<file path="config.mk">
export PLATFORM = sky130hd
export DESIGN_NAME = gray_counter
export DESIGN_NICKNAME = d
export VERILOG_FILES = /design/src/rtl/gray_counter.sv
export SDC_FILE = /design/constraint.sdc
export NUM_CORES = 1
export LEC_CHECK = 0
export ABC_AREA = 1
export BUFFER_PORTS_ARGS = -buffer_cell sky130_fd_sc_hd__clkbuf_2
export CORE_MARGIN = 1.5
export CORE_UTILIZATION = 30
export DETAILED_ROUTE_END_ITERATION = 10
export PLACE_DENSITY = 0.56
export SLEW_MARGIN = 20
export SYNTH_ARGS = -nofsm -noshare
export SYNTH_HDL_FRONTEND = slang
export SYNTH_SLANG_ARGS = --single-unit
</file>
<file path="constraint.sdc">
create_clock -name clk -period 3.6 [get_ports clk]
set_input_delay 0.18 -clock clk [delete_from_list [all_inputs] [get_ports clk]]
set_output_delay 0.18 -clock clk [all_outputs]
set_load 0.05 [all_outputs]
</file>
<file path="src/rtl/gray_counter.sv">
// rtl/gray_counter.sv - enable-gated up-counter with a registered Gray-coded output
module gray_counter #(
  parameter int WIDTH = 8
) (
  input  logic             clk,
  input  logic             reset,
  input  logic             enable,
  output logic [WIDTH-1:0] out
);

  logic [WIDTH-1:0] bin;
  logic [WIDTH-1:0] bin_next;
  logic [WIDTH-1:0] gray_next;

  assign bin_next  = bin + {{(WIDTH-1){1'b0}}, 1'b1};
  // Gray value comes from the incremented count so out updates on the same edge as bin.
  assign gray_next = bin_next ^ (bin_next >> 1);

  always_ff @(posedge clk) begin
    if (reset) begin
      bin <= '0;
      out <= '0;
    end else if (enable) begin
      bin <= bin_next;
      out <= gray_next;
    end
  end

endmodule

</file>
== Word-level counts from Yosys, hierarchy flattened ==
Index checks and enable logic that the tools add are counted.

* Register bits after elaboration: 16
* Output and inout bits: 8
* Word-level logic and storage cells: 4
* Input port bits: 3

* Bitwise logic cells: 1
* Add/subtract/negate cells: 1

{| class="wikitable"
|+ Operators by type and width
! operator !! count
|-
| $add 8x1->8 const B || 1
|-
| $xor 8x7->8 || 1
|}

== Logic depth before layout (Yosys ltp) ==
Gate-level depths: netlist of the first run.

* Depth in word-level cells: 2
* Depth in mapped cells: 10
* Depth with buffers taken out: 10

== Least setup slack after synthesis of the first run ==
No wires, ideal clock.

* Path kind: reg-to-reg
* From: reg bin[0]
* To: reg out[3]
* Arrival: 1.139 ns
* Stages on the path, launching flop included: 9
* Data required time: 3.483 ns
* Path buffers: 0
* Path slack: 2.344 ns
* Cells stage by stage: dfxtp_1 ha_1 nand2_1 inv_2 nand2_1 nand2_1 nand3_2 o21ai_0 nor2_1

* Longest elaborated chain between the ends: 2

{| class="wikitable"
|+ RTL lines
! element !! RTL line !! text
|-
| start: declaration || 11 || <nowiki>logic [WIDTH-1:0] bin;</nowiki>
|-
| start signal: assignment || 24 || <nowiki>bin <= bin_next;</nowiki>
|-
| $add 8x1->8 || 15 || <nowiki>assign bin_next = bin + {{(WIDTH-1){1'b0}}, 1'b1};</nowiki>
|-
| $xor 8x7->8 || 17 || <nowiki>assign gray_next = bin_next ^ (bin_next >> 1);</nowiki>
|-
| end signal: assignment || 25 || <nowiki>out <= gray_next;</nowiki>
|-
| end: declaration || 8 || <nowiki>output logic [WIDTH-1:0] out</nowiki>
|}

Every way passes these cells.
A chain may end at the register's enable or synchronous reset.

== Worst setup path after layout of the first run ==
Same ends and word-level chain as after synthesis.

==> impl_results.md, run 1 <==
* Status: finished, final reports clean
* CP Launch Type: flip-flop
* CTS Hold Bufs at 0
* Netlist cell types at 23
* CTS buffer count at 3
* Synth Register Bits at 15
* Fin util at 35.8%
* Clock buffer depth at 2
* Grt ovf at 0
* Wirelength, routed at 1600 um
* DR vias at 745
* Remaining DRCs at 0
* Global-route wire length before repair at 2710 um
* Yosys top cell by area: dfxtp_1
* Nets@finish at 138
* Max FO, Critical Path at 6
* Via-to-Cell Ratio at 4.57
* Endpoints failing hold at 0
* Hold path cells at 2
* Final Max Slew Viols at 0
* Antenna viol nets, final at 0
* Synth top area share at 35.8%
* Antenna fix cells at 0
* Routability congestion estimate at 0.780
* Uppermost layer routed: met4
* Min-Delay Path Class: in2reg
* Area Overhead vs Synth at 9.70%
* # rows at 18
* Syn_nets at 128
* Initial DRC Count at 11
* Gr usage total at 10.9%
* Antenna violations before repair at 0
* Top post-synthesis cells by area: dfxtp_1 36%, nand2_1 16%, inv_1 6.3%
* DRT Pass-1 Iters at 4
* Met3 WL at 53 um
* Final Instance Area at 920 sq um
* Largest net degree at the start of global routing at 16
* Starting Density at 32.7%
* Arrival time worst endpoint at 1.60 ns
* Vias in the first global route at 647
* Class of the most critical setup path: reg2reg
* DP HPWL at 1240 um
* Fin crit period at 1.41 ns
* WL per Instance at 9.79 um
* Worst-path clk slew at 0.09 ns
* Clock Sinks at 15
* Final setup fails at 0
* Sequential element share of the synthesized area at 35.8%
* Peak supply drop at 0.167 mV
* Clock Skews at 0.00199 ns
* RSZ-0062 raised after global routing: no
* Metal-1 WL at 773 um
* Max Clk Rate at 707 MHz
* CTS root buf: clkbuf_4
* Synth top cells by count: 36 x nand2_1, 15 x dfxtp_1, 14 x inv_1, 14 x nor2_1, 8 x nand3_1
* Met2 routed WL at 750 um
* Setup_tns at 0 ns
* H-tree depth at 1
* Worst EP required at 3.78 ns
* Synthesized instance count at 124
* Placed cell area at 893 sq um
* Worst slew margin at 69.0%
* Post-synth top flop: dfxtp_1
* Hold_ws at 0.213 ns
* Die Height at 55.9 um
* Most frequent cell after synthesis: nand2_1
* Clk_lat worst skew at 0.28 ns
* Leakage power at 0.422 nW
* Buffers on Ports at 10
* PwrDens at 349 mW/mm^2
* Crit share post-route at 39.3%
* Ys Warns at 0
* Core Region at 0.00257 sq mm
* Die area at 0.00312 sq mm
* Worst-margin pin slew at 0.465 ns
* Avg Cell Area, Syn at 6.76 sq um
* Layout cell share with drive strength beyond 1 at 18.8%
* Synth async-reset ratio at 0%
* Post-CTS setup buffer count at 0
* Critical Path End Type: flip-flop
* Reg2Reg Depth at 8
* Boundary pin count at 11
* Max cap viols at 0
* Synthesized cell area at 838 sq um
* CTS resizes at 0
* Die width at 55.9 um
* EDFF count, synth at 0
* CTS tree: yes
-- cell families after synthesis --
kind of cell / after synthesis / share of synthesized area (%)
adders and majority gates: 1 / 1.49
DFF: 15 / 35.8
buffers and inverters: 20 / 10.6
and+or+nand+nor: 69 / 38.5
xor gates and xnor gates: 4 / 4.18
AOI/OAI and AO/OA: 15 / 9.40
-- cell usage in the layout, fill, tap and decap left out, drive strengths merged --
cell type / Yosys / layout
o21ai: 6 / 6
dfxtp: 15 / 15
a21oi: 7 / 7
nand2: 40 / 40
inv: 15 / 15
ha: 1 / 1
nor2: 18 / 18
clkbuf: 0 / 14
a31oi: 1 / 1
o21a: 1 / 1
xor2: 1 / 1
nand3: 11 / 11
xnor2: 3 / 3
-- per-stage QoR --
stage / setup slack, ns / power (mW) / std cells
final: 2.19 / 0.321 / 163
after global routing: 1.99 / 0.339 / 163
after CTS: 2.17 / 0.327 / 163
after detailed placement: 2.18 / 0.229 / 159
after global placement: 2.22 / 0.229 / 159
after floorplan: 2.34 / 0.220 / 124
-- power breakdown --
| group | switching (mW) | internal, mW | total, mW |
|---|---|---|---|
| logic | 0.0335 | 0.0136 | 0.0471 |
| registers | 0.00547 | 0.172 | 0.178 |
| clock network | 0.0535 | 0.0431 | 0.0966 |
-- state kept, by name (all words and copies together) (netlist names) --
| register | count |
|---|---|
| bin | 7 |
| out | 8 |
-- routing by layer --
metal | vias up | track usage (%)
met5 | - | 0
met4 | 0 | 3.06
met3 | 5 | 4.19
met2 | 8 | 17.3
met1 | 329 | 13.7
li1 | 403 | -
-- cell type report --
class / count / area [sq um]
fill: 295 / 1650
timing repair buffer: 10 / 50.0
sequential: 15 / 300
tap: 30 / 37.5
clock buffer: 4 / 26.3
multi-input combinational: 89 / 449
inverter: 15 / 56.3
-- path summary, 6_finish.rpt --
check / start / end / slack [ns]
setup / recovery: bin[0] / out[3] / 2.19
hold / removal: reset / bin[5] / 0.21
setup reg to reg: bin[0] / out[3] / 2.19
hold reg to reg: out[1] / out[1] / 0.49
-- worst max-delay path, cell delays in order, from the launching register on --
cell and delay, ns:
dfxtp_1 0.44, ha_1 0.20, nand2_1 0.06, inv_2 0.12, nand3_1 0.11, nand3_2 0.13
nand2_1 0.06, a21oi_1 0.13, nor2_1 0.06
Note: power is estimated with default switching activity, not from simulation.
==> run 2: changes to the inputs <==
==> constraint.sdc (replaced) <==
create_clock -name clk -period 1.4 [get_ports clk]
set_input_delay 0.07 -clock clk [delete_from_list [all_inputs] [get_ports clk]]
set_output_delay 0.07 -clock clk [all_outputs]
set_load 0.05 [all_outputs]
==> impl_results.md, run 2 (same netlist as run 1, synthesis figures left out) <==
* Status: finished, final reports clean
* CTS buffer count at 3 (unchanged)
* Boundary pin count at 11 (unchanged)
* WL per Instance at 9.70 um (-0.83%)
* CP Launch Type: flip-flop
* Multi-input gate area at 452 sq um (+0.56%)
* Worst setup margin at 0.176 ns (-2.01 ns)
* Routability congestion estimate at 0.837 (+7.4%)
* Crit-path most repeated cell: nand2_1
* DR vias at 767 (+3.0%)
* Reg-to-Reg End: out[2]
* Most frequent cells in the layout: 36 x nand2_1, 15 x dfxtp_1, 14 x inv_1
* Core Region at 0.00257 sq mm (unchanged)
* CP top delay family: simple AND/OR/NAND/NOR gates
* Class of the most critical setup path: reg2reg
* CTS Hold Bufs at 0 (unchanged)
* Final setup fails at 0 (unchanged)
* Max cap viols at 0 (unchanged)
* Initial DRC Count at 10 (-1)
* Largest net degree at the start of global routing at 12 (-4)
* Hold endpoint: bin[5]
* Clk_lat worst skew at 0.28 ns (about the same)
* Vias in the first global route at 698 (+7.9%)
* CTS root buf: clkbuf_4
* Worst slew margin at 81.6% (+13 points)
* Wirelength, routed at 1640 um (+2.8%)
* Place WS at 0.144 ns (-2.04 ns)
* # rows at 18 (unchanged)
* R2R Path Start: bin[0]
* Hold_ws at 0.106 ns (-0.107 ns)
* Clock Skews at 0.00178 ns (-0.000203 ns)
* Max Clk Rate at 817 MHz (+16%)
* Clock Sinks at 15 (unchanged)
* Remaining DRCs at 0 (unchanged)
* Gr usage total at 12.2% (+1.3 points)
* Starting Density at 32.7% (unchanged)
* Arrival time worst endpoint at 1.46 ns (-0.14 ns)
* DRT Pass-1 Iters at 4 (unchanged)
* Max FO, Critical Path at 6 (unchanged)
* RSZ-0062 raised after global routing: no
* Crit share post-route at 87.5% (+48 points)
* Leakage power at 0.452 nW (+7.0%)
* Sequential Area at 300 sq um (unchanged)
* Antenna viol nets, final at 0 (unchanged)
* Clock buffer depth at 2 (unchanged)
* Worst-margin pin slew at 0.278 ns (-0.187 ns)
* Final Max Slew Viols at 0 (unchanged)
* Max reg flops at 8 (unchanged)
* Endpoints failing hold at 0 (unchanged)
* Min-Delay Path Class: in2reg
* Area Overhead vs Synth at 15.4%
* DP HPWL at 1280 um (+2.9%)
* Nets@finish at 144 (+4.3%)
* Largest Register: out
* Commonest non-fill, non-tap cell in the layout: nand2_1
* Hold path cells at 2 (unchanged)
* Layout cell share with drive strength beyond 1 at 23.0% (+4.2 points)
* Placed Cells at 165 (+3.8%)
* Die area at 0.00312 sq mm (unchanged)
* Critical Path End Type: flip-flop
* PwrDens at 874 mW/mm^2 (+150%)
* Peak supply drop at 0.393 mV (+140%)
* CTS tree: yes
* Top Registers: out: 8 flops, bin: 7 flops
* Die width at 55.9 um (unchanged)
* Buffers on Ports at 10 (unchanged)
* CP Cell Sequence: ha_1 > nand2_1 > inv_2 > nor2_1 > inv_1 > nor2_2 > nand2_1 > nand3_1 > nand2_1 > inv_1
* Worst-path clk slew at 0.09 ns (about the same)
* Global-route wire length before repair at 2990 um (+10%)
* Die Height at 55.9 um (unchanged)
* Via-to-Cell Ratio at 4.54 (-0.70%)
* Worst path max stage delay at 0.32 ns (-0.12 ns)
* Setup_tns at 0 ns (unchanged)
* Worst EP required at 1.64 ns (-2.14 ns)
* Fillers at 277 (-6.1%)
* Antenna fix cells at 0 (unchanged)
* CTS resizes at 0 (unchanged)
* Non-Filler Instances at 169 (+3.7%)
* Antenna violations before repair at 0 (unchanged)
* H-tree depth at 1 (unchanged)
* CP Buf/Inv Count at 3 (+2)
* HP Start: reset
* Reg2Reg Depth at 10 (+2)
* Internal reg-to-reg setup slack at 0.18 ns (-2.01 ns)
* Slowest cell on the critical path: dfxtp_1
* Fin crit period at 1.22 ns (-0.191 ns)
* Post-CTS setup buffer count at 0 (unchanged)
* Grt ovf at 0 (unchanged)
==> run 2: changes by cell type in the layout (fill, tap and decap cells not counted), sizes merged <==
cell  before  now
buf        0    6
==> run 2: power by group <==
group	total [mW]	internal, mW	leakage (nW)	switching [mW]
clock network	0.251	0.110	0.0150	0.141
logic	0.142	0.0471	0.315	0.0948
registers	0.452	0.443	0.122	0.00936
total	0.846	0.600	0.452	0.245
==> run 2: worst max path at each step <==
| stage | to | start | cells past startpoint | slack (ns) |
|---|---|---|---|---|
| after global routing | out[2] | bin[0] | 10 | 0.01 |
| after detailed placement | out[3] | bin[0] | 8 | 0.14 |
| after global placement | out[2] | bin[0] | 10 | 0.15 |
| after CTS | out[3] | bin[0] | 8 | 0.13 |
| final | out[2] | bin[0] | 10 | 0.18 |
| after floorplan | out[3] | bin[0] | 8 | 0.14 |
==> run 2: cell type report <==
| class | instances | area share, % |
|---|---|---|
| multi-input cells | 89 | 46.7 |
| flip-flops and latches | 15 | 31.0 |
| repair buffers | 16 | 9.83 |
| inverters | 15 | 5.82 |
| well taps | 30 | 3.88 |
| clock buffers | 4 | 2.72 |
==> run 2: metrics by stage <==
| stage | cell area (sq um) | util, % | power (mW) |
|---|---|---|---|
| after global routing | 967 | 37.7 | 0.895 |
| after detailed placement | 938 | 36.5 | 0.604 |
| final | 967 | 37.7 | 0.846 |
| after CTS | 965 | 37.6 | 0.855 |
| after floorplan | 838 | - | 0.567 |
| after global placement | 938 | 36.5 | 0.603 |
==> run 2: per-layer routing <==
layer / up-vias / routed length [um] / global-route usage (%)
li1: 416 / - / -
met3: 2 / 42 / 2.79
met4: 0 / 12 / 6.12
met2: 7 / 770 / 18.7
met5: - / 0 / 0
met1: 342 / 814 / 16.1
==> run 3: changes to the inputs <==
--- a/config.mk
+++ b/config.mk
@@ -5,7 +5,6 @@
 export SDC_FILE = /design/constraint.sdc
 export NUM_CORES = 1
 export LEC_CHECK = 0
-export ABC_AREA = 1
 export BUFFER_PORTS_ARGS = -buffer_cell sky130_fd_sc_hd__clkbuf_2
 export CORE_MARGIN = 1.5
 export CORE_UTILIZATION = 30
==> impl_results.md, run 3 <==
* Status: finished, violations left
* Failing checks: setup timing
* Final Max Slew Viols at 0 (unchanged)
* CTS Hold Bufs at 0 (unchanged)
* Antenna violations before repair at 0 (unchanged)
* Final Power at 901 uW (+6.6%)
* PwrDens at 844 mW/mm^2 (-3.4%)
* Buffers on Ports at 10 (unchanged)
* RSZ-0062 raised after global routing: yes
* Peak supply drop at 0.567 mV (+44%)
* Critical Path End Type: flip-flop
* # rows at 18 (unchanged)
* Netlist cell types at 31 (+35%)
* Clk_lat worst skew at 0.29 ns (about the same)
* Boundary pin count at 11 (unchanged)
* Worst slew margin at 78.9% (-2.6 points)
* Largest net degree at the start of global routing at 16 (+4)
* Endpoints failing hold at 0 (unchanged)
* Gr usage total at 12.9% (+0.67 points)
* Wirelength, routed at 1630 um (-0.79%)
* Global-route wire length before repair at 2700 um (-9.7%)
* CTS buffer count at 3 (unchanged)
* Leakage power at 0.402 nW (-11%)
* Synthesized instance count at 93 (-25%)
* Fin util at 42.3% (+4.6 points)
* CTS tree: yes
* Layout cell share with drive strength beyond 1 at 40.0% (+17 points)
* Avg Cell Area, Syn at 8.70 sq um (+29%)
* Fin crit period at 1.51 ns (+0.282 ns)
* Reg2Reg Depth at 5 (-5)
* Die area at 0.00302 sq mm (-3.2%)
* Routability congestion estimate at 0.832 (-0.66%)
* Max Clk Rate at 664 MHz (-19%)
* Nets@finish at 120 (-17%)
* Worst setup margin at -0.107 ns (-0.282 ns)
* Clock buffer depth at 2 (unchanged)
* Max reg flops at 8 (unchanged)
* Top post-synthesis cells by area: dfxtp_1 37%, xnor2_1 7.6%, nor2_1 7.4%
* Initial DRC Count at 7 (-3)
* Core Region at 0.00252 sq mm (-1.8%)
* Post-synth top flop: dfxtp_1
* Yosys top cell by area: dfxtp_1
* H-tree depth at 1 (unchanged)
* Reg-to-Reg End: out[5]
* Worst EP required at 1.60 ns (-0.04 ns)
* Synth Register Bits at 15 (unchanged)
* Clock Skews at 0.00290 ns (+0.00111 ns)
* Final setup fails at 2 (+2)
* Die width at 54.9 um (-1.6%)
* Sequential element share of the synthesized area at 37.1% (+1.3 points)
* DRT Pass-1 Iters at 3 (-1)
* R2R Path Start: bin[1]
* Antenna fix cells at 0 (unchanged)
* DP HPWL at 1180 um (-7.9%)
* Hold path cells at 3 (+1)
* Internal reg-to-reg setup slack at -0.11 ns (-0.28 ns)
* Grt ovf at 0 (unchanged)
* Max cap viols at 0 (unchanged)
* CP Launch Type: flip-flop
* Vias in the first global route at 648 (-7.2%)
* Remaining DRCs at 0 (unchanged)
* EDFF count, synth at 0 (unchanged)
* Min-Delay Path Class: in2reg
* Max FO, Critical Path at 3 (-3)
* Synth top cells by count: 16 x nor2_1, 15 x dfxtp_1, 7 x xnor2_1
* CP Cell Sequence: ha_4 > nand3_4 > or3_4 > a211o_1 > a311oi_1
* Worst-margin pin slew at 0.316 ns (+0.0384 ns)
* Worst setup path start: bin[1]
* WL per Instance at 11.2 um (+16%)
* Synth async-reset ratio at 0% (unchanged)
* Hold endpoint: out[6]
* Slowest cell on the critical path: dfxtp_4
* Die Height at 54.9 um (-1.6%)
* Commonest non-fill, non-tap cell in the layout: nor2_1
* Most frequent cell after synthesis: nor2_1
* Worst path max stage delay at 0.37 ns (+0.05 ns)
* CTS root buf: clkbuf_4
* HP Start: enable
* Top Registers: out: 8 flops, bin: 7 flops
* Arrival time worst endpoint at 1.71 ns (+0.25 ns)
* Largest Register: out
* Synthesized cell area at 810 sq um (-3.4%)
* Starting Density at 32.1% (-0.56 points)
* Class of the most critical setup path: reg2reg
* Syn_nets at 97 (-24%)
* Worst-path clk slew at 0.09 ns (about the same)
* Crit share post-route at 108% (+20 points)
* Via-to-Cell Ratio at 4.77 (+5.0%)
* Clock Sinks at 15 (unchanged)
* Ys Warns at 0 (unchanged)
* Area Overhead vs Synth at 31.8%
* DR vias at 691 (-9.9%)
* Antenna viol nets, final at 0 (unchanged)
* Most frequent cells in the layout: 16 x nor2_1, 15 x buf_4, 10 x dfxtp_1, 10 x clkbuf_2, 6 x xnor2_1
* Synth top area share at 37.1% (+1.3 points)
==> run 3: worst max path at each step <==
stage	cells past startpoint	to	slack, ns
floorplan	5	out[5]	-0.08
global placement	5	out[5]	-0.15
detailed placement	5	out[5]	-0.19
CTS	5	out[5]	-0.10
global route	5	out[5]	-0.16
finish	5	out[5]	-0.11
==> run 3: critical path, delay by kind of cell, from the launching register on <==
kind | cells | cell delay, ns
compound gates | 2 | 0.46
simple gates | 2 | 0.44
flops | 1 | 0.37
fa+ha+maj | 1 | 0.14
==> run 3: per-stage QoR <==
step / instances / cell area [sq um] / hold WS, ns / setup TNS, ns / worst slack [ns]
6_report: 145 / 1070 / 0.150 / -0.139 / -0.107
5_1_grt: 145 / 1070 / 0.145 / -0.277 / -0.165
4_1_cts: 144 / 1030 / 0.137 / -0.174 / -0.103
3_5_place_dp: 138 / 947 / 0.420 / -0.395 / -0.190
3_3_place_gp: 138 / 947 / 0.420 / -0.285 / -0.151
2_1_floorplan: 93 / 826 / 0.142 / -0.0998 / -0.0801
==> run 3: final cells by class <==
class                   count  area (sq um)
well taps                  30          37.5
clock buffers               4          26.3
fillers                   267          1460
multi-input cells          69           514
inverters                   1          3.75
repair buffers             26           174
flip-flops and latches     15           312
==> run 3: per-layer routing <==
metal / GRT usage [%] / share of wire, % / routed length (um)
met1: 15.2 / 49 / 792
met2: 20.0 / 47 / 765
met3: 5.91 / 3.7 / 60
met4: 5.69 / 0.49 / 8
met5: 0 / 0 / 0
==> run 3: what timing repair did <==
action,in CTS,in global routing
buffers inserted,2,1
gates resized for setup,13,5
endpoints found under the setup margin,3,7
pin swaps,2,3
gates cloned,0,0
==> run 3: where the power goes <==
| part | switching [mW] | total [mW] | internal (mW) |
|---|---|---|---|
| logic | 0.111 | 0.183 | 0.0718 |
| registers | 0.0134 | 0.461 | 0.447 |
| clock network | 0.146 | 0.257 | 0.111 |
==> run 3: logic make-up after synthesis <==
group                      synth area share [%]
muxes                                      2.47
xor gates and xnor gates                   14.1
DFF                                        37.1
buffers and inverters                      8.34
and+or+nand+nor                            24.3
AOI/OAI and AO/OA                          12.2
adders and majority gates                  1.55
